$ cat src/rtl/boa_dma_pkg.sv
// Shared types and constants for the boa DMA copy engine.
package boa_dma_pkg;

    // Copy engine FSM: one read, one capture, one write per word, then a
    // single finish cycle that carries the done pulse.
    typedef enum logic [2:0] {
        IDLE = 3'd0,
        RD   = 3'd1,
        RCAP = 3'd2,
        WR   = 3'd3,
        FIN  = 3'd4
    } copier_state_t;

    // Byte-lane mask for a full 32-bit word write.
    localparam logic [3:0] WE_FULL_WORD = 4'hF;

endpackage : boa_dma_pkg

$ cat src/rtl/boa_mem_bus.sv
// Word-addressed CPU-side memory bus shared by initiators and MMIO responders.
// A request is accepted on a rising edge where re or any we bit is high and
// ready is high; read data appears on rdata in the cycle after acceptance.
interface boa_mem_bus #(
    parameter int alen = 32
) ();

    logic [alen-1:2] addr;
    logic            re;
    logic [3:0]      we;
    logic [31:0]     wdata;
    logic            ready;
    logic [31:0]     rdata;

    modport CPU (
        output addr,
        output re,
        output we,
        output wdata,
        input  ready,
        input  rdata
    );

    modport MEM (
        input  addr,
        input  re,
        input  we,
        input  wdata,
        output ready,
        output rdata
    );

endinterface : boa_mem_bus

$ cat src/rtl/boa_mem_copier.sv
// Minimal DMA copy engine: copies len words from src to dst, one read then
// one write per word, strictly ascending. Bus outputs depend on registered
// state only, so there is no combinational path from ready to the bus.
module boa_mem_copier
    import boa_dma_pkg::*;
#(
    parameter int len_w = 16,
    parameter int alen  = 32
) (
    input  logic             clk,
    input  logic             rst,
    boa_mem_bus.CPU          bus,
    input  logic             start,
    input  logic [31:0]      src_addr,
    input  logic [31:0]      dst_addr,
    input  logic [len_w-1:0] len,
    output logic             busy,
    output logic             done
);

    // Word-address width; address counters wrap silently at this width.
    localparam int AW = alen - 2;

    localparam logic [AW-1:0]    WORD_STEP = AW'(1);
    localparam logic [len_w-1:0] LEN_ONE   = len_w'(1);
    localparam logic [len_w-1:0] LEN_ZERO  = '0;

    copier_state_t    state_q, state_d;
    logic [AW-1:0]    src_q, src_d;
    logic [AW-1:0]    dst_q, dst_d;
    logic [len_w-1:0] rem_q, rem_d;
    logic [31:0]      data_q, data_d;

    // Byte addresses reduced to word addresses; the byte-offset bits and any
    // bits above the bus address width are deliberately ignored.
    logic [31:0] src_word;
    logic [31:0] dst_word;
    logic        unused_bits;

    assign src_word    = {2'b00, src_addr[31:2]};
    assign dst_word    = {2'b00, dst_addr[31:2]};
    assign unused_bits = ^{src_addr[1:0], dst_addr[1:0],
                           src_word[31:AW], dst_word[31:AW]};

    // Next-state and counter update for the copy sequence.
    always_comb begin
        // NOTE: every _d signal takes its hold value first, so no branch can
        // leave one unassigned and infer a latch.
        state_d = state_q;
        src_d   = src_q;
        dst_d   = dst_q;
        rem_d   = rem_q;
        data_d  = data_q;

        case (state_q)
            IDLE: begin
                if (start) begin
                    if (len != LEN_ZERO) begin
                        src_d   = src_word[AW-1:0];
                        dst_d   = dst_word[AW-1:0];
                        rem_d   = len;
                        state_d = RD;
                    end else begin
                        state_d = FIN;
                    end
                end
            end

            RD: begin
                if (bus.ready) begin
                    state_d = RCAP;
                end
            end

            RCAP: begin
                data_d  = bus.rdata;
                state_d = WR;
            end

            WR: begin
                if (bus.ready) begin
                    src_d = src_q + WORD_STEP;
                    dst_d = dst_q + WORD_STEP;
                    rem_d = rem_q - LEN_ONE;
                    // Decide on the pre-decrement count so a full-scale len
                    // runs all its words before finishing.
                    state_d = (rem_q == LEN_ONE) ? FIN : RD;
                end
            end

            FIN: begin
                state_d = IDLE;
            end

            default: begin
                state_d = IDLE;
            end
        endcase
    end

    // State and counter registers with synchronous active-high reset.
    always_ff @(posedge clk) begin
        if (rst) begin
            state_q <= IDLE;
            src_q   <= '0;
            dst_q   <= '0;
            rem_q   <= '0;
            // NOTE: the data register is a single word rather than a memory
            // array, so it is reset along with the counters and wdata never
            // starts out unknown.
            data_q  <= '0;
        end else begin
            // NOTE: non-blocking assignments so every register takes its
            // pre-edge value into account regardless of statement order.
            state_q <= state_d;
            src_q   <= src_d;
            dst_q   <= dst_d;
            rem_q   <= rem_d;
            data_q  <= data_d;
        end
    end

    // Bus drive and status, decoded from registered state only.
    always_comb begin
        bus.re    = 1'b0;
        bus.we    = 4'h0;
        bus.addr  = '0;
        bus.wdata = '0;

        case (state_q)
            RD: begin
                bus.re   = 1'b1;
                bus.addr = src_q;
            end
            WR: begin
                bus.we    = WE_FULL_WORD;
                bus.addr  = dst_q;
                bus.wdata = data_q;
            end
            default: begin
                bus.re = 1'b0;
            end
        endcase

        busy = (state_q != IDLE);
        done = (state_q == FIN);
    end

endmodule : boa_mem_copier

$ cat src/flat_wrapper.sv
// flat-port wrapper written by rule: the top's interface ports become plain ports
module boa_mem_copier_flat import boa_dma_pkg::*;
#(
    parameter int len_w = 16,
    parameter int alen  = 32
)
  (clk, rst, start, src_addr, dst_addr, len, busy, done, bus_addr, bus_re, bus_we, bus_wdata, bus_ready, bus_rdata);
  boa_mem_bus #(.alen(alen)) bus_i ();
  input  logic clk;
  input  logic rst;
  input  logic start;
  input  logic [31:0] src_addr;
  input  logic [31:0] dst_addr;
  input  logic [len_w-1:0] len;
  output logic busy;
  output logic done;
  output wire logic [$bits(bus_i.addr)-1:0] bus_addr;
  output wire logic [$bits(bus_i.re)-1:0] bus_re;
  output wire logic [$bits(bus_i.we)-1:0] bus_we;
  output wire logic [$bits(bus_i.wdata)-1:0] bus_wdata;
  input wire logic [$bits(bus_i.ready)-1:0] bus_ready;
  input wire logic [$bits(bus_i.rdata)-1:0] bus_rdata;
  assign bus_addr = bus_i.addr;
  assign bus_re = bus_i.re;
  assign bus_we = bus_i.we;
  assign bus_wdata = bus_i.wdata;
  assign bus_i.ready = bus_ready;
  assign bus_i.rdata = bus_rdata;
  boa_mem_copier #(.len_w(len_w), .alen(alen)) u_core (.clk(clk), .rst(rst), .bus(bus_i), .start(start), .src_addr(src_addr), .dst_addr(dst_addr), .len(len), .busy(busy), .done(done));
endmodule
$ cat config.mk
export PLATFORM = sky130hd
export DESIGN_NAME = boa_mem_copier_flat
export DESIGN_NICKNAME = d
export VERILOG_FILES = /design/src/rtl/boa_dma_pkg.sv /design/src/rtl/boa_mem_bus.sv /design/src/rtl/boa_mem_copier.sv /design/src/flat_wrapper.sv
export SDC_FILE = /design/constraint.sdc
export NUM_CORES = 1
export LEC_CHECK = 0
export CAP_MARGIN = 20
export CORE_ASPECT_RATIO = 1.2
export CORE_MARGIN = 2
export CORE_UTILIZATION = 45
export CTS_CLUSTER_DIAMETER = 200
export CTS_CLUSTER_SIZE = 24
export DETAILED_ROUTE_END_ITERATION = 8
export PLACE_DENSITY = 0.76
export RECOVER_POWER = 50
export SYNTH_ARGS = -nofsm -noshare
export SYNTH_HDL_FRONTEND = slang
export SYNTH_SLANG_ARGS = --single-unit
$ cat constraint.sdc
create_clock -name clk -period 3.3 [get_ports clk]
set_clock_uncertainty 0.2 [all_clocks]
set_input_delay 0.33 -clock clk [delete_from_list [all_inputs] [get_ports clk]]
set_output_delay 0.33 -clock clk [all_outputs]
set_load 0.02 [all_outputs]
# Word level (Yosys, flattened, before mapping)
# Index checks and enable logic that the tools add are counted.
op_classes:
  addsub: 3
  eq_ne: 9
  muxes: 22
  n_reduce_logical: 6
ops:
  columns: ["cell", "n"]
  rows:
  - ["30-bit 2-to-1 mux", 6]
  - ["30-bit one-hot mux with 2 select lines", 3]
  - ["30-bit by 1-bit adder with 30-bit output (second input constant)", 2]
  - ["16-bit 2-to-1 mux", 3]
  - ["32-bit 2-to-1 mux", 1]
  - ["16-bit one-hot mux with 2 select lines", 1]
  - ["16-bit by 1-bit == test with 1-bit output (second input constant)", 1]
  - ["16-bit nonzero test", 1]
  - ["16-bit by 1-bit subtractor with 16-bit output (second input constant)", 1]
  - ["3-bit 2-to-1 mux", 5]
  - ["3-bit one-hot mux with 4 select lines", 1]
  - ["3-bit by 2-bit == test with 1-bit output (second input constant)", 2]
  - ["2-bit inequality test (second input constant)", 3]
  - ["4-bit 2-to-1 mux", 1]
  - ["4-bit AND reduction", 1]
  - ["3-bit by 1-bit == test with 1-bit output (second input constant)", 1]
  - ["3-bit == test (second input constant)", 1]
  - ["3-bit zero test", 1]
  - ["3-bit AND reduction", 1]
  - ["3-bit nonzero test", 1]
  - ["2-bit by 1-bit inequality test with 1-bit output (second input constant)", 1]
  - ["2-bit nonzero test", 1]
  - ["1-bit 2-to-1 mux", 1]
totals:
  regBits: 111
  in_bits: 116
  output_inout_bits: 69
  word_cells: 45

# Depth between registers and ports, before layout
# Gate-level depths: netlist of run 1.
logic_depth:
  word_depth: 4
  mapped_depth: 8
  depth_no_buf: 7

# Worst setup path before layout of run 1
# Ideal clock, no wire load.
synth_path:
  path_type: "flip-flop to output port"
  startpoint: "register u_core.state_q[1]"
  endpoint: "output bus_addr[0]"
  t_arrival_ns: 1.879
  required_time_ns: 2.770
  setup_slack_ns: 0.891
  path_stages_with_launch: 8
  n_path_buf: 4
  path_cell_list: "dfxtp_1 buf_2 nand3b_1 inv_1 clkbuf_1 clkbuf_1 buf_1 a22o_1"
synth_between:
  elab_chain_cells: 2
  word_cells_on_any_way: 3
  classes_between: "2 x eq/ne; 1 x mux"
synth_lines:
  columns: ["element", "line_no", "rtl"]
  rows:
  - ["start: declaration", "boa_mem_copier.sv:28", "copier_state_t state_q, state_d;"]
  - ["start signal: assignment", "boa_mem_copier.sv:115", "state_q <= state_d;"]
  - ["3-bit by 2-bit == test with 1-bit output / 3-bit by 1-bit == test with 1-bit output (equally long branches)", "boa_mem_copier.sv:130", "case (state_q)"]
  - ["30-bit one-hot mux with 2 select lines (*)", "boa_mem_copier.sv:130", null]
  - ["end: declaration", "flat_wrapper.sv:17", "output wire logic [$bits(bus_i.addr)-1:0] bus_addr;"]
# Every way passes the cells marked *; elsewhere a longest branch is shown, timed or not.

# Final worst setup path of run 1
layout_path:
  startpoint: "register u_core.state_q[1]"
  endpoint: "output bus_addr[28]"
# The elaborated chain is that of the path after synthesis.

==> impl_metrics.toml, run 1 <==
[power]
peak_supply_drop_mv = 0.219
clock_power_share_pct = 32.4
switching_power_mw = 1.06
power_per_cell_area_nw_per_um2 = 387
sw_frac_of_total_pct = 30.9
seq_power_share_pct = 46.4
cellInternalPower_mw = 2.37
pwr-share-comb_pct = 21.2
power.static_leakage_nw = 3.03

[route]
via_per_inst = 5.93
drtPass1Iterations = 5
postRouteWirelength_mm = 21.1
wl_per_cell_um = 16.8
antenna_violating_nets_post_route = 0
remaining_drc_errors = 0
detailroute.via_count = 7474
drt_iter0_drc = 695

[floorplan]
start_util_pct = 45.4
core_region_area_sq_um = 14800
die_width_um = 116
chipHeight_um = 138
die_area_sq_um = 16000
ioPinCount = 185
fp-row-count = 49

[synthesis]
synthesis.nets = 1051
synth.distinct_cells = 63
asyncSetResetFlopFracSynth_pct = 0
synth.yosys.warnings = 0
synth_cells = 931
ys_seq_area_share_pct = 33.0
synth_edf_count = 0
synth_area_leaders = "dfxtp_1 (33%), nand2_1 (9.8%), a21oi_1 (7.6%)"
synth_largest_type_area_fraction_pct = 33.0
syn_area_sq_um = 6740
most_instantiated_flip_flop_cell_in_the_synthesis_netlist = "dfxtp_1"
syn_avg_cell_area_sq_um = 7.24
synth_largest_area_cell = "dfxtp_1"
register_bit_count_reported_by_yosys = 111

[global_route]
grt_start_max_net_pins = 149
grt_first_pass_wirelength_mm = 33.9
first_global_vias = 6839
gr_util_all_layers_pct = 25.7
grt.overflow.total = 0
antenna_found_initial = 0

[sta]
worst_hold_slack_ns = 0.249
achievable-frequency_mhz = 321
measured_slew_at_the_worst_slew_check_pin_ns = 1.43
finalSetupTns_ns = 0
finalHoldViolCount = 0
slew_viol_final = 0
final_period_minus_worst_setup_slack_ns = 3.12
postLayoutSetupSlackWorst_ns = 0.183
report.final.setup_viol = 0
timing.max_slew.rel_slack_pct = 4.50
setup_repair_after_global_routing_missed_its_margin = "false"
layout_worst_path_cycle_share_pct = 94.4

[hold_path]
hp-class = "flop to flop"

[critical_path]
crit_path_max_incr_delay_ns = 0.61
worstSetupPathType = "flop to output pin"
crit_path_start_kind = "flop"
crit_path_cell_chain = "nand3b_1, clkinv_2, buf_12, a22o_1, clkdlybuf4s50_1"
reg2reg_slack_ns = 0.29
critPathRequiredTime_ns = 2.77
slowest_cell_on_the_critical_path = "clkdlybuf4s50_1"
critPathMaxFanout = 102
setup.worst_path.end_class = "output pin"
worst-endpoint-arrival_ns = 2.59

[clock_network]
cts_num_sinks = 111
cts_setup_buffers = 0
cts_resized = 0
number_of_h_tree_levels = 3
cts_hold_buffers = 0
num_cts_buffers = 9
tritoncts = "done"
clock_latency_ns = 0.36
clock_tree.root_cell = "clkbuf_16"
clock_edge_transition_at_the_registers_on_the_reported_setup_and_hold_paths_ns = 0.07
cts_max_path_buffers = 2

[cells_and_area]
final_cells = 1261
finish.net_count = 1172
leading_cell_types_in_the_layout_fill_and_taps_excluded = "nand2_1 (176), clkdlybuf4s50_1 (176), dfxtp_1 (111), a21oi_1 (103), o21ai_0 (55)"
num-fill-cells = 1423
layout-drive-gt1-share_pct = 4.45
multi_input_area_sq_um = 4130
area.sequential_sq_um = 2220
area_delta_synth_final_pct = 31.6
postLayoutCoreUtil_pct = 59.8
antenna-diode-count = 0

[place]
dp.final_hpwl_mm = 14.1
post-place-cells = 1245
place_ws_ns = 0.302
count_of_port_buffers_added_during_placement = 180
gp_routability_congestion = 0.945

[flow_run]
maxCapViolations = 0

[run_status]
run_status = "completed"
[worst paths after layout]
path | startpoint | end | cells after the start
max reg2reg | u_core.state_q[1]$_SDFFE_PP0P_ | u_core.src_q[0]$_SDFFE_PP0P_ | 6
min reg2reg | u_core.data_q[1]$_SDFFE_PP0P_ | u_core.data_q[1]$_SDFFE_PP0P_ | 2
min | u_core.data_q[1]$_SDFFE_PP0P_ | u_core.data_q[1]$_SDFFE_PP0P_ | 2
max | u_core.state_q[1]$_SDFFE_PP0P_ | bus_addr[28] | 5
[final cells by class]
type / instances / area share [%]
Clock buffer: 10 / 2.58
Clock inverter: 6 / 0.691
Inverter: 10 / 0.437
Multi-Input combinational cell: 722 / 46.5
Sequential cell: 111 / 25.1
Tap cell: 204 / 2.88
Timing Repair Buffer: 198 / 21.8
[power groups by stage]
stage	combinational [mW]	sequential [mW]	clock (mW)
finish	0.728	1.59	1.11
global route	0.799	1.61	1.19
CTS	0.744	1.59	1.13
detailed placement	0.739	1.62	0
global placement	0.730	1.61	0
floorplan	0.472	1.55	0
[synthesized netlist by cell type (all sizes together), types with 9 or more instances]
| cell | instances |
|---|---|
| clkbuf | 66 |
| o31ai | 14 |
| nand3 | 22 |
| nand4 | 27 |
| a22o | 35 |
| o21ai | 55 |
| a211oi | 13 |
| nor2 | 50 |
| o32ai | 16 |
| dfxtp | 111 |
| nor3 | 24 |
| nand2 | 176 |
| inv | 9 |
| a32o | 9 |
| and2 | 39 |
| a21oi | 103 |
| a21o | 9 |
| and4 | 10 |
| nor4 | 19 |
| buf | 22 |
[worst max-delay path: cells and delay by family, from the launching register on]
kind | cells | cell delay, ns
buffers and inverters | 3 | 1.08
flip-flops | 1 | 0.54
AND/OR/NAND/NOR | 1 | 0.29
AO/OA/AOI/OAI | 1 | 0.24
[state kept, by name (all words and copies together) (netlist names)]
signal,count
u_core.state_q,3
u_core.rem_q,16
u_core.dst_q,30
u_core.data_q,32
u_core.src_q,30
[routing by layer]
layer	vias up	global-route usage, %	routed length, um
li1	3681	-	-
met1	3456	33.4	8960
met2	298	41.5	9950
met3	39	6.31	1760
met4	0	8.77	471
met5	-	0	0
[stage by stage]
step                      power, mW  cell area [sq um]
after floorplan                2.03               6740
after global placement         2.34               8630
after detailed placement       2.36               8630
after CTS                      3.46               8920
after global routing           3.60               8870
final                          3.43               8870
[cell families (layout without fill, tap and decap cells)]
kind of cell    Yosys count  count (layout)  synth area share (%)
simple gates            405             405                  29.7
compound gates          311             311                  30.4
flops                   111             111                  33.0
buf+inv                  98             224                  5.88
fa+ha+maj                 4               4                 0.743
xor+xnor                  1               1                 0.130
mux                       1               1                 0.149
Note: power is estimated with default switching activity, not from simulation.
==> inputs of run 2 (changes only) <==
Settings changed: CELL_PAD_IN_SITES_DETAIL_PLACEMENT set to 1, CELL_PAD_IN_SITES_GLOBAL_PLACEMENT set to 1, CORE_UTILIZATION 45 to 35, PLACE_DENSITY 0.76 to unset, PLACE_DENSITY_LB_ADDON set to 0.1.
Clock period 3.3 ns to 3 ns, I/O delays scaled along.
==> impl_metrics.toml, run 2 (synthesis gave the netlist of run 1 again) <==
[global_route]
first_global_vias = 7658
antenna_found_initial = 0
grt_start_max_net_pins = 149
grt.overflow.total = 0
grt_first_pass_wirelength_mm = 40.8
gr_util_all_layers_pct = 24.9

[sta]
setup_repair_after_global_routing_missed_its_margin = "false"
timing.max_slew.rel_slack_pct = 2.17
achievable-frequency_mhz = 354
finalSetupTns_ns = 0
postLayoutSetupSlackWorst_ns = 0.178
finalHoldViolCount = 0
measured_slew_at_the_worst_slew_check_pin_ns = 1.47
slew_viol_final = 0
report.final.setup_viol = 0
final_period_minus_worst_setup_slack_ns = 2.82
worst_hold_slack_ns = 0.186
layout_worst_path_cycle_share_pct = 94.1

[floorplan]
core_region_area_sq_um = 18900
die_width_um = 131
start_util_pct = 35.7
ioPinCount = 185
fp-row-count = 55
chipHeight_um = 156
die_area_sq_um = 20400

[cells_and_area]
final_cells = 1331
layout-drive-gt1-share_pct = 6.60
area.sequential_sq_um = 2220
leading_cell_types_in_the_layout_fill_and_taps_excluded = "clkdlybuf4s50_1 (177), nand2_1 (176), dfxtp_1 (110), a21oi_1 (103), o21ai_0 (54)"
finish.net_count = 1190
area_delta_synth_final_pct = 36.3
largest_registers = "u_core.data_q (32), u_core.dst_q (30), u_core.src_q (30)"
num-fill-cells = 2358
multi_input_area_sq_um = 4140
finish.instance_area_sq_um = 9190
largest_reg_flops = 32
registers.top_by_ff_count = "u_core.data_q"
postLayoutCoreUtil_pct = 48.7
antenna-diode-count = 0
mostFrequentLayoutCell = "clkdlybuf4s50_1"

[critical_path]
crit_path_cell_chain = "inv_1, nor3_2, buf_12, nand2_1, o21ai_0, clkdlybuf4s50_1"
rr_worst_depth = 7
r2r_start = "u_core.state_q[1]$_SDFFE_PP0P_"
setup.worst_path.end_class = "output pin"
crit_path_max_incr_delay_ns = 0.68
reg2reg_to = "u_core.src_q[27]$_SDFFE_PP0P_"
worst-endpoint-arrival_ns = 2.32
crit_path_start_kind = "flop"
slowest_cell_on_the_critical_path = "clkdlybuf4s50_1"
critPathRequiredTime_ns = 2.50
worstSetupPathType = "flop to output pin"
critPathMaxFanout = 31
reg2reg_slack_ns = 0.40

[clock_network]
cts_num_sinks = 111
tritoncts = "done"
num_cts_buffers = 9
number_of_h_tree_levels = 3
clock_latency_ns = 0.36
cts_hold_buffers = 0
clock_edge_transition_at_the_registers_on_the_reported_setup_and_hold_paths_ns = 0.08
clock_tree.root_cell = "clkbuf_16"
cts_max_path_buffers = 2

[route]
remaining_drc_errors = 0
drt_iter0_drc = 472
wl_per_cell_um = 19.2
antenna_violating_nets_post_route = 0
via_per_inst = 5.70
postRouteWirelength_mm = 25.5
drtPass1Iterations = 5
detailroute.via_count = 7588

[place]
count_of_port_buffers_added_during_placement = 180
dpl-instance-area_sq_um = 8870
place_ws_ns = 0.231
post-place-cells = 1314
gp_routability_congestion = 0.850
dp.final_hpwl_mm = 17.7

[hold_path]
endpoint_of_the_worst_hold_path = "u_core.dst_q[24]$_SDFFE_PP0P_"
timing.hold.worst.start = "rst"
hp-class = "input pin to flop"
hold_path_depth = 2

[power]
total_power_mw = 4.01
power.static_leakage_nw = 3.17
power_per_cell_area_nw_per_um2 = 436
peak_supply_drop_mv = 0.327

[flow_run]
maxCapViolations = 0

[run_status]
run_status = "completed"
run 2: worst max-delay path, delay by kind of cell, from the launching register on:
family | cells | cell delay, ns
buf+inv | 3 | 1.04
compound gates | 1 | 0.16
simple gates | 2 | 0.32
flops | 1 | 0.44
run 2: worst max-delay path by stage:
stage | start | to | slack, ns | cells past startpoint
5_1_grt | u_core.state_q[0]$_SDFFE_PP0P_ | bus_addr[26] | 0.11 | 6
6_report | u_core.state_q[0]$_SDFFE_PP0P_ | bus_addr[26] | 0.18 | 6
4_1_cts | u_core.state_q[2]$_SDFFE_PP0P_ | bus_addr[17] | 0.04 | 5
2_1_floorplan | u_core.state_q[1]$_SDFFE_PP0P_ | bus_addr[0] | 0.62 | 7
3_3_place_gp | start | u_core.src_q[20]$_SDFFE_PP0P_ | 0.28 | 7
3_5_place_dp | start | u_core.src_q[20]$_SDFFE_PP0P_ | 0.23 | 7
run 2: timing repair:
item                       4_1_cts  5_1_grt
cloned                           0        0
pin swaps                        0        0
setup endpoints to repair       20       56
setup buffers                    0        1
gates resized for setup          1        1
run 2: cell type report:
cell class                 count  share of cell area [%]
clock inverter                 4                   0.831
multi-input combinational    722                    45.1
clock buffer                  12                    2.79
tap                          256                    3.49
sequential                   111                    24.2
inverter                      10                   0.436
timing repair buffer         216                    23.1
run 2: routing by layer:
layer	wire (um)	GRT usage (%)	part of all wire (%)	vias to the layer above
met5	0	0	0	-
met4	669	8.87	2.6	0
met3	1450	4.60	5.7	34
met2	12200	42.5	48	197
met1	11200	31.3	44	3655
li1	-	-	-	3702
run 2: power breakdown:
| group | switching (mW) | internal (mW) |
|---|---|---|
| clock | 0.588 | 0.783 |
| sequential | 0.152 | 1.59 |
| combinational | 0.487 | 0.406 |
| total | 1.23 | 2.78 |
